$ cat src/rtl/fft_ctrl_pkg.sv
// Shared FFT control definitions: sequencer state encoding, default cycle
// counts and a width helper for modulo counters.
package fft_ctrl_pkg;

    typedef enum logic [1:0] {
        ST_IDLE  = 2'd0,
        ST_RUN   = 2'd1,
        ST_FLUSH = 2'd2
    } fsm_state_e;

    localparam int MOD10_DEFAULT      = 10;
    localparam int DOWNSTREAM_CNT_CYC = 4;

    // A counter over n values needs at least one bit, even when n is 1.
    function automatic int clog2_min1(input int n);
        return (n > 1) ? $clog2(n) : 1;
    endfunction

endpackage

$ cat src/rtl/cnt_mod10_alert_if.sv
// Control/status bundle between the block sequencer and its frame controller.
interface cnt_mod10_alert_if #(
    parameter int CNT_W = 4,
    parameter int BLK_W = 5
);
    logic             frame_start;
    logic             din_valid;
    logic             alert_mod10;
    logic [CNT_W-1:0] cnt_val;
    logic [BLK_W-1:0] blk_idx;
    logic             busy;
    logic             frame_done;
    logic             seq_err;

    modport master (
        output frame_start, din_valid,
        input  alert_mod10, cnt_val, blk_idx, busy, frame_done, seq_err
    );

    modport slave (
        input  frame_start, din_valid,
        output alert_mod10, cnt_val, blk_idx, busy, frame_done, seq_err
    );
endinterface

$ cat src/rtl/mod_n_counter.sv
// Modulo-N up counter with explicit compare-to-limit wrap; wrap flags the
// increment that returns the count to zero.
module mod_n_counter
    import fft_ctrl_pkg::*;
#(
    parameter int N = MOD10_DEFAULT,
    parameter int W = clog2_min1(N)
) (
    input  logic         clk,
    input  logic         rst,
    input  logic         clr,
    input  logic         inc,
    output logic [W-1:0] count,
    output logic         wrap
);
    logic [W-1:0] count_reg;

    assign wrap  = inc && (count_reg == W'(N - 1));
    assign count = count_reg;

    always_ff @(posedge clk) begin
        if (rst || clr) begin
            count_reg <= '0;
        end else if (inc) begin
            count_reg <= wrap ? '0 : count_reg + 1'b1;
        end
    end
endmodule

$ cat src/rtl/cnt_mod10_alert.sv
// Block sequencer: counts accepted beats per block, pulses alert_mod10 on each
// block wrap, and flushes the downstream window before signalling frame_done.
module cnt_mod10_alert
    import fft_ctrl_pkg::*;
#(
    parameter int MOD        = MOD10_DEFAULT,
    parameter int FRAME_BLKS = 32,
    parameter int FLUSH_CYC  = DOWNSTREAM_CNT_CYC,
    parameter int CNT_W      = clog2_min1(MOD),
    parameter int BLK_W      = clog2_min1(FRAME_BLKS)
) (
    input logic              clk,
    input logic              rst,
    cnt_mod10_alert_if.slave bus
);
    localparam int FLUSH_W = clog2_min1(FLUSH_CYC);

    fsm_state_e       state_reg;
    logic [FLUSH_W-1:0] flush_reg;
    logic             alert_reg;
    logic             busy_reg;
    logic             done_reg;
    logic             err_reg;

    logic             cnt_clr;
    logic             beat_inc;
    logic             beat_wrap;
    logic             blk_wrap;
    logic [CNT_W-1:0] cnt_val;
    logic [BLK_W-1:0] blk_idx;

    // Counters are held at zero while idle, so each frame starts clean and
    // beats arriving alongside frame_start are not counted.
    assign cnt_clr  = (state_reg == ST_IDLE);
    assign beat_inc = (state_reg == ST_RUN) && bus.din_valid;

    mod_n_counter #(.N(MOD), .W(CNT_W)) u_beat_cnt (
        .clk   (clk),
        .rst   (rst),
        .clr   (cnt_clr),
        .inc   (beat_inc),
        .count (cnt_val),
        .wrap  (beat_wrap)
    );

    mod_n_counter #(.N(FRAME_BLKS), .W(BLK_W)) u_blk_cnt (
        .clk   (clk),
        .rst   (rst),
        .clr   (cnt_clr),
        .inc   (beat_wrap),
        .count (blk_idx),
        .wrap  (blk_wrap)
    );

    always_ff @(posedge clk) begin
        if (rst) begin
            state_reg <= ST_IDLE;
            flush_reg <= '0;
            alert_reg <= 1'b0;
            busy_reg  <= 1'b0;
            done_reg  <= 1'b0;
            err_reg   <= 1'b0;
        end else begin
            alert_reg <= beat_wrap;
            done_reg  <= 1'b0;
            case (state_reg)
                ST_IDLE: begin
                    if (bus.frame_start) begin
                        state_reg <= ST_RUN;
                        busy_reg  <= 1'b1;
                    end
                end
                ST_RUN: begin
                    if (bus.frame_start) err_reg <= 1'b1;
                    if (blk_wrap) begin
                        state_reg <= ST_FLUSH;
                        flush_reg <= '0;
                    end
                end
                ST_FLUSH: begin
                    if (bus.frame_start || bus.din_valid) err_reg <= 1'b1;
                    if (flush_reg == FLUSH_W'(FLUSH_CYC - 1)) begin
                        state_reg <= ST_IDLE;
                        busy_reg  <= 1'b0;
                        done_reg  <= 1'b1;
                    end else begin
                        flush_reg <= flush_reg + 1'b1;
                    end
                end
                default: begin
                    state_reg <= ST_IDLE;
                    busy_reg  <= 1'b0;
                end
            endcase
        end
    end

    assign bus.alert_mod10 = alert_reg;
    assign bus.cnt_val     = cnt_val;
    assign bus.blk_idx     = blk_idx;
    assign bus.busy        = busy_reg;
    assign bus.frame_done  = done_reg;
    assign bus.seq_err     = err_reg;
endmodule
$ cat src/flat_wrapper.sv
// flat-port wrapper written by rule: the top's interface ports become plain ports
module cnt_mod10_alert_flat import fft_ctrl_pkg::*;
#(
    parameter int MOD        = MOD10_DEFAULT,
    parameter int FRAME_BLKS = 32,
    parameter int FLUSH_CYC  = DOWNSTREAM_CNT_CYC,
    parameter int CNT_W      = clog2_min1(MOD),
    parameter int BLK_W      = clog2_min1(FRAME_BLKS)
)
  (clk, rst, bus_frame_start, bus_din_valid, bus_alert_mod10, bus_cnt_val, bus_blk_idx, bus_busy, bus_frame_done, bus_seq_err);
  cnt_mod10_alert_if #(.CNT_W(CNT_W), .BLK_W(BLK_W)) bus_i ();
  input logic clk;
  input logic rst;
  input wire logic [$bits(bus_i.frame_start)-1:0] bus_frame_start;
  input wire logic [$bits(bus_i.din_valid)-1:0] bus_din_valid;
  output wire logic [$bits(bus_i.alert_mod10)-1:0] bus_alert_mod10;
  output wire logic [$bits(bus_i.cnt_val)-1:0] bus_cnt_val;
  output wire logic [$bits(bus_i.blk_idx)-1:0] bus_blk_idx;
  output wire logic [$bits(bus_i.busy)-1:0] bus_busy;
  output wire logic [$bits(bus_i.frame_done)-1:0] bus_frame_done;
  output wire logic [$bits(bus_i.seq_err)-1:0] bus_seq_err;
  assign bus_i.frame_start = bus_frame_start;
  assign bus_i.din_valid = bus_din_valid;
  assign bus_alert_mod10 = bus_i.alert_mod10;
  assign bus_cnt_val = bus_i.cnt_val;
  assign bus_blk_idx = bus_i.blk_idx;
  assign bus_busy = bus_i.busy;
  assign bus_frame_done = bus_i.frame_done;
  assign bus_seq_err = bus_i.seq_err;
  cnt_mod10_alert #(.MOD(MOD), .FRAME_BLKS(FRAME_BLKS), .FLUSH_CYC(FLUSH_CYC), .CNT_W(CNT_W), .BLK_W(BLK_W)) u_core (.clk(clk), .rst(rst), .bus(bus_i));
endmodule
$ cat config.mk
export PLATFORM = sky130hd
export DESIGN_NAME = cnt_mod10_alert_flat
export DESIGN_NICKNAME = d
export VERILOG_FILES = /design/src/rtl/fft_ctrl_pkg.sv /design/src/rtl/cnt_mod10_alert_if.sv /design/src/rtl/mod_n_counter.sv /design/src/rtl/cnt_mod10_alert.sv /design/src/flat_wrapper.sv
export SDC_FILE = /design/constraint.sdc
export NUM_CORES = 1
export LEC_CHECK = 0
export CAP_MARGIN = 40
export CELL_PAD_IN_SITES_DETAIL_PLACEMENT = 0
export CELL_PAD_IN_SITES_GLOBAL_PLACEMENT = 2
export CORE_MARGIN = 2
export CORE_UTILIZATION = 31
export CTS_CLUSTER_DIAMETER = 120
export DETAILED_ROUTE_END_ITERATION = 6
export PLACE_DENSITY = 0.73
export SYNTH_ARGS = -nofsm -noshare
export SYNTH_HDL_FRONTEND = slang
export SYNTH_HIERARCHICAL = 1
export SYNTH_SLANG_ARGS = --single-unit
$ cat constraint.sdc
create_clock -name clk -period 2.3 [get_ports clk]
set_input_delay 0.69 -clock clk [delete_from_list [all_inputs] [get_ports clk]]
set_output_delay 0.69 -clock clk [all_outputs]
set_load 0.02 [all_outputs]
==> results of run 1 <==
-- routing by layer --
metal / global-route usage [%] / share of wire [%]
met1: 15.0 / 46
met2: 21.3 / 49
met3: 3.93 / 3.7
met4: 2.92 / 0.86
met5: 0 / 0
-- cells in the final DEF (no fill, tap or decap), types with 5 or more instances in the layout --
| cell | n |
|---|---|
| buf_4 | 5 |
| clkdlybuf4s50_1 | 16 |
| dfxtp_1 | 17 |
| ha_1 | 11 |
| inv_1 | 6 |
| mux2i_1 | 5 |
| nand2_1 | 7 |
| nor2_1 | 7 |
-- worst max path at each step --
stage	endpoint	start	slack [ns]
after global placement	u_core/state_reg[1]$_SDFFE_PP0P_	bus_din_valid	0.01
after floorplan	u_core/state_reg[0]$_SDFFE_PP0P_	bus_din_valid	0.32
final	bus_cnt_val[0]	u_core/u_beat_cnt/count[0]$_SDFFE_PP0P_	0.24
after global routing	u_core/flush_reg[1]$_SDFFE_PP0P_	bus_din_valid	0.13
after CTS	bus_cnt_val[0]	u_core/u_beat_cnt/count[0]$_SDFFE_PP0P_	0.20
after detailed placement	u_core/flush_reg[0]$_SDFFE_PP0P_	bus_din_valid	-0.03
-- cell families after synthesis --
kind of cell    after synthesis
buf+inv                       9
fa+ha+maj                    11
simple gates                 37
xor+xnor                      3
mux                           5
compound gates               13
flops                        17
-- area by class of cell --
| type | instances | area [sq um] | share of cell area (%) |
|---|---|---|---|
| multi-input cells | 69 | 559 | 46.9 |
| flip-flops and latches | 17 | 340 | 28.5 |
| repair buffers | 21 | 198 | 16.6 |
| well taps | 31 | 38.8 | 3.25 |
| inverters | 8 | 30.0 | 2.52 |
| clock buffers | 3 | 22.5 | 1.89 |
| clock inverters | 1 | 5.00 | 0.419 |
-- power breakdown --
group / internal (mW) / total, mW / leakage [nW] / switching [mW]
clock network: 0.0647 / 0.168 / 0.0177 / 0.103
logic: 0.170 / 0.389 / 0.325 / 0.218
registers: 0.327 / 0.356 / 0.138 / 0.0281
-- through the flow --
stage	area [sq um]	utilization, %	power, mW	cells
floorplan	941	-	0.640	95
global placement	1170	41.2	0.753	146
detailed placement	1170	41.2	0.757	146
CTS	1190	42.2	0.928	150
global route	1190	42.2	0.986	150
finish	1190	42.2	0.912	150
==> results.json, run 1 <==
{
  "syn-instance-count": 95,
  "grt_pass1_wl_mm": 3.25,
  "place_congestion": 0.665,
  "synth-edff-count": 0,
  "syn_to_final_growth_pct": 26.9,
  "status": "finished clean",
  "cts.sinks": 17,
  "synthSimpleGateAreaFrac_pct": 25.0,
  "yosys.area.top_type_share_pct": 36.2,
  "critPathCaptureType": "output pin",
  "drt_iter0_drc": 27,
  "fin_hold_ws_ns": 0.509,
  "yosysWarnings": 6,
  "crit_cells": 1,
  "synth_top_family_by_area": "simple AND/OR/NAND/NOR gates",
  "track_usage_pct": 12.4,
  "setup_violations": 0,
  "async_flop_share_pct": 0,
  "fin_ws_ns": 0.236,
  "synth_area_leader_cell": "dfxtp_1",
  "grt-ovfl-total": 0,
  "fp.dieW_microns": 59.1,
  "ys_ff_latch": 17,
  "rsz0062_at_grt": "no",
  "min_period_over_period_pct": 89.7,
  "finClkSkew_ns": 0.00349,
  "finalWirelength_mm": 1.87,
  "yosys_most_used_dff": "dfxtp_1",
  "cts_setup_buffers": 0,
  "rows": 19,
  "path_buf_inv": 1,
  "cp_cell_sequence": "clkdlybuf4s50_1",
  "r2r-end": "u_core/flush_reg[1]$_SDFFE_PP0P_",
  "cp_data_arrival_time_ns": 1.37,
  "cp.required_ns": 1.61,
  "postCtsHoldBufs": 0,
  "drive_above_1_share_pct": 16.0,
  "max_stage_delay_ns": 0.64,
  "grt_pass1_vias": 706,
  "dp_hpwl_mm": 1.42,
  "ios": 17,
  "hold-path-cell-count": 2,
  "finalHoldViolCount": 0,
  "drt_first_pass_iters": 3,
  "cpMaxStageDelayCell": "clkdlybuf4s50_1",
  "antenna_found_initial": 0,
  "fillers": 300,
  "cts_buffers": 3,
  "hp-start": "u_core/state_reg[1]$_SDFFE_PP0P_",
  "htreeDepth": 1,
  "largest_reg_flops": 5,
  "hold_path_class": "reg2reg",
  "ys_top_cells_by_area": "dfxtp_1, ha_1, mux2i_1",
  "tightest_slew_ns": 0.424,
  "maxCapViolations": 0,
  "synth_nets": 110,
  "critical_path_class": "reg2out",
  "cts_tree": "built",
  "synthAdderAreaFrac_pct": 14.6,
  "n_antenna_cell": 0,
  "grt_max_degree": 11,
  "initial_core_util_pct": 33.3,
  "cp-start-kind": "flip-flop",
  "via_per_inst": 5.01,
  "fp.coreArea_sq_um": 2830,
  "setup_tns_ns": 0,
  "max_slew_margin_pct": 71.7,
  "p_per_area_nw_per_um2": 764,
  "reg2reg_from": "u_core/u_blk_cnt/count[0]$_SDFFE_PP0P_",
  "clk_pin_slew_worst_paths_ns": 0.11,
  "synth.area.mux_share_pct": 5.32,
  "reg2reg_depth": 7,
  "synth_area_per_cell_sq_um": 9.90,
  "final_nets": 135,
  "wl_per_cell_microns": 12.5,
  "clockBufferDepth": 2,
  "syn-cell-area_sq_um": 941,
  "netlist_top_cells_count": "dfxtp_1, ha_1, nand2_1, nor2_1, inv_1",
  "cpLargestDelayFamily": "buffers and inverters",
  "min_period_ns": 2.06,
  "antenna_left": 0,
  "synth.most_common_cell": "dfxtp_1",
  "slew_viol_final": 0,
  "ys_types": 35,
  "io_buffers": 16,
  "yosysSeqAreaShare_pct": 36.2,
  "die_h_microns": 59.1,
  "synth-compound-area-share_pct": 11.7,
  "insertion_delay_ns": 0.29,
  "vias": 751,
  "r2r_slack_ns": 0.43,
  "drc": 0,
  "vdd_drop_max_mv": 0.487,
  "min_to": "u_core/state_reg[1]$_SDFFE_PP0P_",
  "p_leak_nw": 0.481,
  "cts-root-buf": "clkbuf_4",
  "synth_xor_area_share_pct": 2.79,
  "dieArea_sq_um": 3490,
  "ctsResizeCount": 0,
  "critPathMaxFanout": 6,
  "max_freq_mhz": 484,
  "place_ws_ns": -0.0268
}
Power figures use the tool's default switching activity.
==> run 2: changes to the inputs <==
CAP_MARGIN = 30   (was 40)
==> results of run 2 <==
No change in the layout: final DEF, timing and power equal those of run 1.
